--- config.mk ---
export PLATFORM = sky130hd
export DESIGN_NAME = data_mem_ctrl
export DESIGN_NICKNAME = d
export VERILOG_FILES = /design/src/rtl/data_mem_ctrl.sv
export SDC_FILE = /design/constraint.sdc
export NUM_CORES = 2
export LEC_CHECK = 0
export BUFFER_PORTS_ARGS = -buffer_cell sky130_fd_sc_hd__buf_2
export CORE_MARGIN = 10
export CORE_UTILIZATION = 40
export DETAILED_ROUTE_END_ITERATION = 10
export SYNTH_ARGS = -nofsm -noshare
export SYNTH_HDL_FRONTEND = slang
export SYNTH_SLANG_ARGS = --single-unit
--- constraint.sdc ---
create_clock -name clk -period 11.3 [get_ports clk]
set_input_delay 0.565 -clock clk [delete_from_list [all_inputs] [get_ports clk]]
set_output_delay 0.565 -clock clk [all_outputs]
set_load 0.02 [all_outputs]
--- src/rtl/data_mem_ctrl.sv ---
// data_mem_ctrl: data-memory stage behind the CPU datapath.
//
// This block runs a MOV/MOC handshake around a word-organised RAM array.
// The array is byte-addressed and big-endian. It supports byte, halfword
// and word accesses, sign or zero extension on loads, and programmable
// wait states.
//
// Ports:
//   clk         system clock, rising edge
//   reset       asynchronous, active-low reset
//   enable      chip enable; a request is accepted only when high
//   mov         memory operation valid from the CPU
//   rw          1 = load, 0 = store
//   size        00 byte, 01 halfword, 10/11 word
//   unsigned_ld 1 = zero-extend byte/half loads, 0 = sign-extend
//   addr        byte address
//   data_in     store data; byte/half taken from the low bits
//   data_out    registered load data
//   moc         memory operation complete
//   busy        high while an access is in flight or awaiting release
//   err         misaligned-access fault, valid while moc = 1
//
// Optional feature (macro DATA_MEM_MISALIGN_TRAP_EN):
//   When defined, a misaligned halfword or word access is a fault. It does
//   not touch the array or data_out, and it raises err for the whole
//   completion phase. When undefined, misaligned addresses are
//   force-aligned and err is tied low.
module data_mem_ctrl #(
  parameter int DEPTH       = 128,
  parameter int WAIT_CYCLES = 2
) (
  input  logic        clk,
  input  logic        reset,
  input  logic        enable,
  input  logic        mov,
  input  logic        rw,
  input  logic [1:0]  size,
  input  logic        unsigned_ld,
  input  logic [31:0] addr,
  input  logic [31:0] data_in,
  output logic [31:0] data_out,
  output logic        moc,
  output logic        busy,
  output logic        err
);

  localparam int         AW        = $clog2(DEPTH);
  localparam logic [3:0] WAIT_INIT = 4'(WAIT_CYCLES);

  typedef enum logic [1:0] {IDLE, BUSY, DONE} state_t;

  state_t         state, state_nxt;
  logic [3:0]     cnt;
  logic           accept, exec, leave, fault;

  logic           rw_l, uns_l;
  logic [1:0]     size_l;
  logic [AW+1:0]  addr_l;
  logic [31:0]    din_l;

  logic [31:0]    mem [DEPTH];
  logic [AW-1:0]  widx;
  logic [31:0]    word_rd;

  // Address bits above the array span are ignored, so addresses wrap.
  logic           unused_addr_hi;
  assign unused_addr_hi = ^addr[31:AW+2];

  // Right-justify the addressed big-endian lane, then extend it.
  function automatic logic [31:0] load_extract(input logic [31:0] w,
                                               input logic [1:0]  sz,
                                               input logic [1:0]  lane,
                                               input logic        uns);
    logic [7:0]  b;
    logic [15:0] h;
    logic [31:0] r;
    case (lane)
      2'd0:    b = w[31:24];
      2'd1:    b = w[23:16];
      2'd2:    b = w[15:8];
      default: b = w[7:0];
    endcase
    h = lane[1] ? w[15:0] : w[31:16];
    case (sz)
      2'b00:   r = uns ? {24'h0, b} : {{24{b[7]}}, b};
      2'b01:   r = uns ? {16'h0, h} : {{16{h[15]}}, h};
      default: r = w;
    endcase
    return r;
  endfunction

  // Replace only the addressed lanes of the current word.
  function automatic logic [31:0] store_merge(input logic [31:0] w,
                                              input logic [31:0] d,
                                              input logic [1:0]  sz,
                                              input logic [1:0]  lane);
    logic [31:0] r;
    r = w;
    case (sz)
      2'b00: begin
        case (lane)
          2'd0:    r[31:24] = d[7:0];
          2'd1:    r[23:16] = d[7:0];
          2'd2:    r[15:8]  = d[7:0];
          default: r[7:0]   = d[7:0];
        endcase
      end
      2'b01: begin
        if (lane[1]) r[15:0]  = d[15:0];
        else         r[31:16] = d[15:0];
      end
      default: r = d;
    endcase
    return r;
  endfunction

  assign widx    = addr_l[AW+1:2];
  assign word_rd = mem[widx];
  assign busy    = (state != IDLE);

`ifdef DATA_MEM_MISALIGN_TRAP_EN
  assign fault = ((size_l == 2'b01) && addr_l[0]) ||
                 (size_l[1] && (addr_l[1:0] != 2'b00));
`else
  assign fault = 1'b0;
`endif

  // Next state. DONE is released only after moc has been visible for at
  // least one cycle, so an early mov drop still yields one moc pulse.
  always_comb begin
    state_nxt = state;
    accept    = 1'b0;
    exec      = 1'b0;
    leave     = 1'b0;
    case (state)
      IDLE: begin
        if (enable && mov) begin
          accept    = 1'b1;
          state_nxt = BUSY;
        end
      end
      BUSY: begin
        if (cnt == 4'd0) begin
          exec      = 1'b1;
          state_nxt = DONE;
        end
      end
      DONE: begin
        if (moc && !mov) begin
          leave     = 1'b1;
          state_nxt = IDLE;
        end
      end
      default: state_nxt = IDLE;
    endcase
  end

  // Control and output registers.
  always_ff @(posedge clk or negedge reset) begin
    if (!reset) begin
      state    <= IDLE;
      cnt      <= 4'd0;
      moc      <= 1'b0;
      data_out <= 32'h0;
    end else begin
      state <= state_nxt;
      if (accept)
        cnt <= WAIT_INIT;
      else if ((state == BUSY) && (cnt != 4'd0))
        cnt <= cnt - 4'd1;
      if (leave)
        moc <= 1'b0;
      else if (state == DONE)
        moc <= 1'b1;
      if (exec && rw_l && !fault)
        data_out <= load_extract(word_rd, size_l, addr_l[1:0], uns_l);
    end
  end

`ifdef DATA_MEM_MISALIGN_TRAP_EN
  always_ff @(posedge clk or negedge reset) begin
    if (!reset)
      err <= 1'b0;
    else if (exec)
      err <= fault;
    else if (leave)
      err <= 1'b0;
  end
`else
  assign err = 1'b0;
`endif

  // Request latch: later input changes are ignored until the next accept.
  always_ff @(posedge clk) begin
    if (accept) begin
      rw_l   <= rw;
      uns_l  <= unsigned_ld;
      size_l <= size;
      addr_l <= addr[AW+1:0];
      din_l  <= data_in;
    end
  end

  // Array write; contents survive reset.
  always_ff @(posedge clk) begin
    if (exec && !rw_l && !fault)
      mem[widx] <= store_merge(word_rd, din_l, size_l, addr_l[1:0]);
  end

endmodule

==> summary.txt <==
Outcome
  – Status: finished clean

Floorplanning
  – Initial core utilization: 0.402
  – Die area: between 400000 and 500000 sq um
  – Vert. Die Dim: between 600 and 700 um
  – IO Count: around 110
  – Rows: roughly 230
  – Chip width: between 600 and 700 um
  – Core area: 403000 sq um

Timing
  – Fmax: between 100 and 150 MHz
  – Clk_skew: between 60 and 70 ps
  – Final number of hold-violating endpoints: 0
  – Setup ws final: about 4200 ps
  – RSZ-0062 raised after global routing: false
  – Max-slew headroom: 0.0188
  – Pins Over Slew Limit: 0
  – Slew @ Worst Pin: between 1000 and 1500 ps
  – Final Cycle Share: 0.629
  – Post-layout minimum cycle time: between 7000 and 8000 ps
  – Setup TNS: 0 ps
  – # setup viols final: 0

Critical path
  – Reg-to-reg slack, setup: between 4000 and 5000 ps
  – CP most frequent cell: buf_4
  – CP endpoint kind: register
  – Levels on crit path: 10
  – Critical Path RT: 11840 ps
  – Critical path arrival: around 7700 ps
  – CP max stage delay: 820 ps
  – Slowest cell on the critical path: buf_4
  – Crit path capture: mem[1][19]
  – Worst Reg-to-Reg Cells: 10
  – Worst Path Max Fanout: 96
  – Worst path cell trace: buf_12 > buf_4 > buf_4 > mux4_2 > mux4_2 > a22oi_1 > nand3_1 > mux2i_1 > o21ai_4 > buf_4
  – FF-to-FF End: mem[1][19]
  – CP top delay family: buffers and inverters
  – Crit path buffers/inverters: 4
  – CP Launch Type: register
  – Path type of the worst setup path: register to register

GRT
  – GR Overflow Total: 0
  – Pin count of the biggest net entering global routing: between 100 and 150
  – First-pass GRT wire length: 669000 um
  – Vias in the first global route: 82732
  – All-layer global routing usage: 0.219
  – Met3 global-route usage: 0.0504
  – GR Util met1: 0.294
  – Grt met2 use: 0.341
  – Initial antenna violation count: 41
  – Gr busiest metal: met2

Yosys
  – Seq cells post-synth: 4187
  – Post-synth top area share: 0.766
  – EDFF count, synth: 4141
  – Main synth FF type: edfxtp_1
  – Synth area leader: edfxtp_1
  – Mean Syn Cell Area: around 22 sq um
  – Post-synth ARST share: 0.00931
  – Most common cell in the netlist: edfxtp_1
  – Mapped cell area: 162000 sq um
  – Most frequent cells after synthesis: edfxtp_1, mux4_2, mux2i_1
  – YS warnings: 0
  – Yosys cell types: 84
  – Post-Synthesis Cells: 7526
  – Post-synth net total: about 7600
  – Largest cells by area after synthesis: edfxtp_1, mux4_2, mux2i_1
  – Post-synthesis sequential area ratio: 0.773

Detailed routing
  – Total wire length: slightly below 500000 um
  – Initial DRC count: approximately 11000
  – Number of remaining DRC errors: 0
  – Routed Antenna Nets: 0
  – Vias per cell: 6.09
  – Via total after detailed routing: roughly 84000
  – Routed WL per cell: between 30 and 40 um
  – DRT Pass-1 Iters: 6

Placement
  – IO buf count: between 80 and 90
  – Placement Cell Area: 171000 sq um
  – Detail Placement HPWL: about 280000 um
  – Pre-CTS WS: around 4400 ps
  – Gp weighted congestion: 0.985

CTS
  – CTS resizes: 0
  – CTS tree: yes
  – H-tree levels: 5
  – Clk_lat worst skew: just over 1000 ps
  – Worst-path clk slew: around 60 ps
  – CTS Buffer Depth: 4
  – Sink Count: roughly 4200
  – CTS buffer count: between 400 and 500
  – Root Driver: clkbuf_16

Min path
  – Worst Hold Class: input pin to asynchronous set/reset pin

Layout
  – Area grow syn2layout: 13.8%
  – Final instance area: roughly 180000 sq um
  – NumNets Final: a little over 8000
  – Fillers: about 33000
  – Layout cells sized above 1: 0.257

Power and ir drop
  – Pwr/cell area: approximately 210 nW/um^2
  – Total power: between 30000 and 40000 uW
  – Static Leakage: between 0.05 and 0.06 uW
  – Max VDD drop: between 0.0001 and 0.00015 V

Run
  – Number of max-cap violations: 0
[state kept, by name (all words and copies together) (netlist names), named ones only]
name and cells:
state 2, moc 1, addr_l 9, uns_l 1, din_l 32, data_out 32
cnt 4, mem 4096, size_l 2, rw_l 1
[routing by layer]
layer	part of all wire	vias up
met2	0.46	4792
met3	0.10	939
met1	0.38	45192
met5	0.00022	-
li1	-	32760
met4	0.056	18
[metrics by stage]
stage | util | hold slack [ps] | cells
3_5_place_dp | 0.423 | 511 | 12922
6_report | 0.457 | 205 | 13751
2_1_floorplan | - | 269 | 7526
5_1_grt | 0.457 | 240 | 13742
3_3_place_gp | 0.423 | 504 | 12922
4_1_cts | 0.457 | 186 | 13720
[how the worst min path moves through the flow]
| stage | startpoint | endpoint | depth (start not counted) |
|---|---|---|---|
| 2_1_floorplan | reset | cnt[0] | 0 |
| 3_3_place_gp | cnt[1] | cnt[1] | 1 |
| 3_5_place_dp | cnt[1] | cnt[1] | 1 |
| 4_1_cts | reset | data_out[31] | 3 |
| 5_1_grt | reset | cnt[2] | 3 |
| 6_report | reset | cnt[0] | 3 |
[power by group]
group	leakage (uW)	internal (uW)	switching (uW)
Combinational	0.0137	2120	4860
Sequential	0.0378	18400	339
Clock	0.00644	7700	5850
Total	0.0580	28200	11100
[worst min-delay path, cell delays in order]
cell	delay [ps]
dlygate4sd3_1	520
buf_2	90
buf_4	490
[logic make-up (layout without fill, tap and decap cells)]
group,count (synthesis),after routing,share of synthesized area
buffers and inverters,436,1225,0.0169
AND/OR/NAND/NOR,763,763,0.0207
other,1,32,0.0000231
XOR/XNOR,3,3,0.000162
adder cells (fa/ha/maj),1,1,0.0000771
multiplexers,1429,1429,0.157
AO/OA/AOI/OAI,706,706,0.0314
flip-flops,4187,4187,0.773
[cell usage in the layout, fill, tap and decap left out, types with 14 or more instances in the layout]
cell type / synthesis / final
diode_2: 0 / 31
bufinv_16: 0 / 40
a21oi_1: 88 / 87
and3_1: 17 / 15
a221oi_1: 43 / 41
nor2_1: 249 / 119
mux4_2: 854 / 854
dlygate4sd3_1: 0 / 47
clkinv_1: 2 / 91
and2_1: 18 / 18
mux2_2: 82 / 81
a31oi_1: 26 / 25
o221ai_1: 102 / 99
o22ai_1: 140 / 140
a32oi_1: 24 / 24
nand3_1: 73 / 71
clkinv_2: 0 / 76
edfxtp_1: 4141 / 4141
mux2i_1: 466 / 466
a22oi_1: 53 / 53
nand4_1: 17 / 17
o211ai_1: 39 / 39
nor2_4: 0 / 128
clkbuf_1: 115 / 83
nand2_1: 280 / 270
dfrtp_1: 39 / 39
mux4_1: 27 / 27
clkbuf_16: 0 / 418
o21ai_0: 62 / 50
buf_2: 113 / 82
buf_4: 83 / 314
nor2b_1: 23 / 22
nand2b_1: 16 / 14
a211oi_1: 31 / 31
nor3_1: 37 / 33
[cell type report]
| cell class | instances | area [sq um] | area share |
|---|---|---|---|
| multi-input cells | 2903 | 35500 | 0.192 |
| clock inverters | 250 | 2440 | 0.0132 |
| well taps | 5405 | 6760 | 0.0366 |
| clock buffers | 501 | 10800 | 0.0584 |
| repair buffers | 454 | 3460 | 0.0187 |
| diodes | 31 | 77.6 | 0.000420 |
| flip-flops and latches | 4187 | 125000 | 0.680 |
| inverters | 20 | 90.1 | 0.000488 |
[what timing repair did]
| action | in CTS | in global routing |
|---|---|---|
| hold endpoints to repair | 90 | 0 |
| setup buffers | 0 | 0 |
| hold buffers | 47 | 0 |
(Power assumes the default switching activity.)
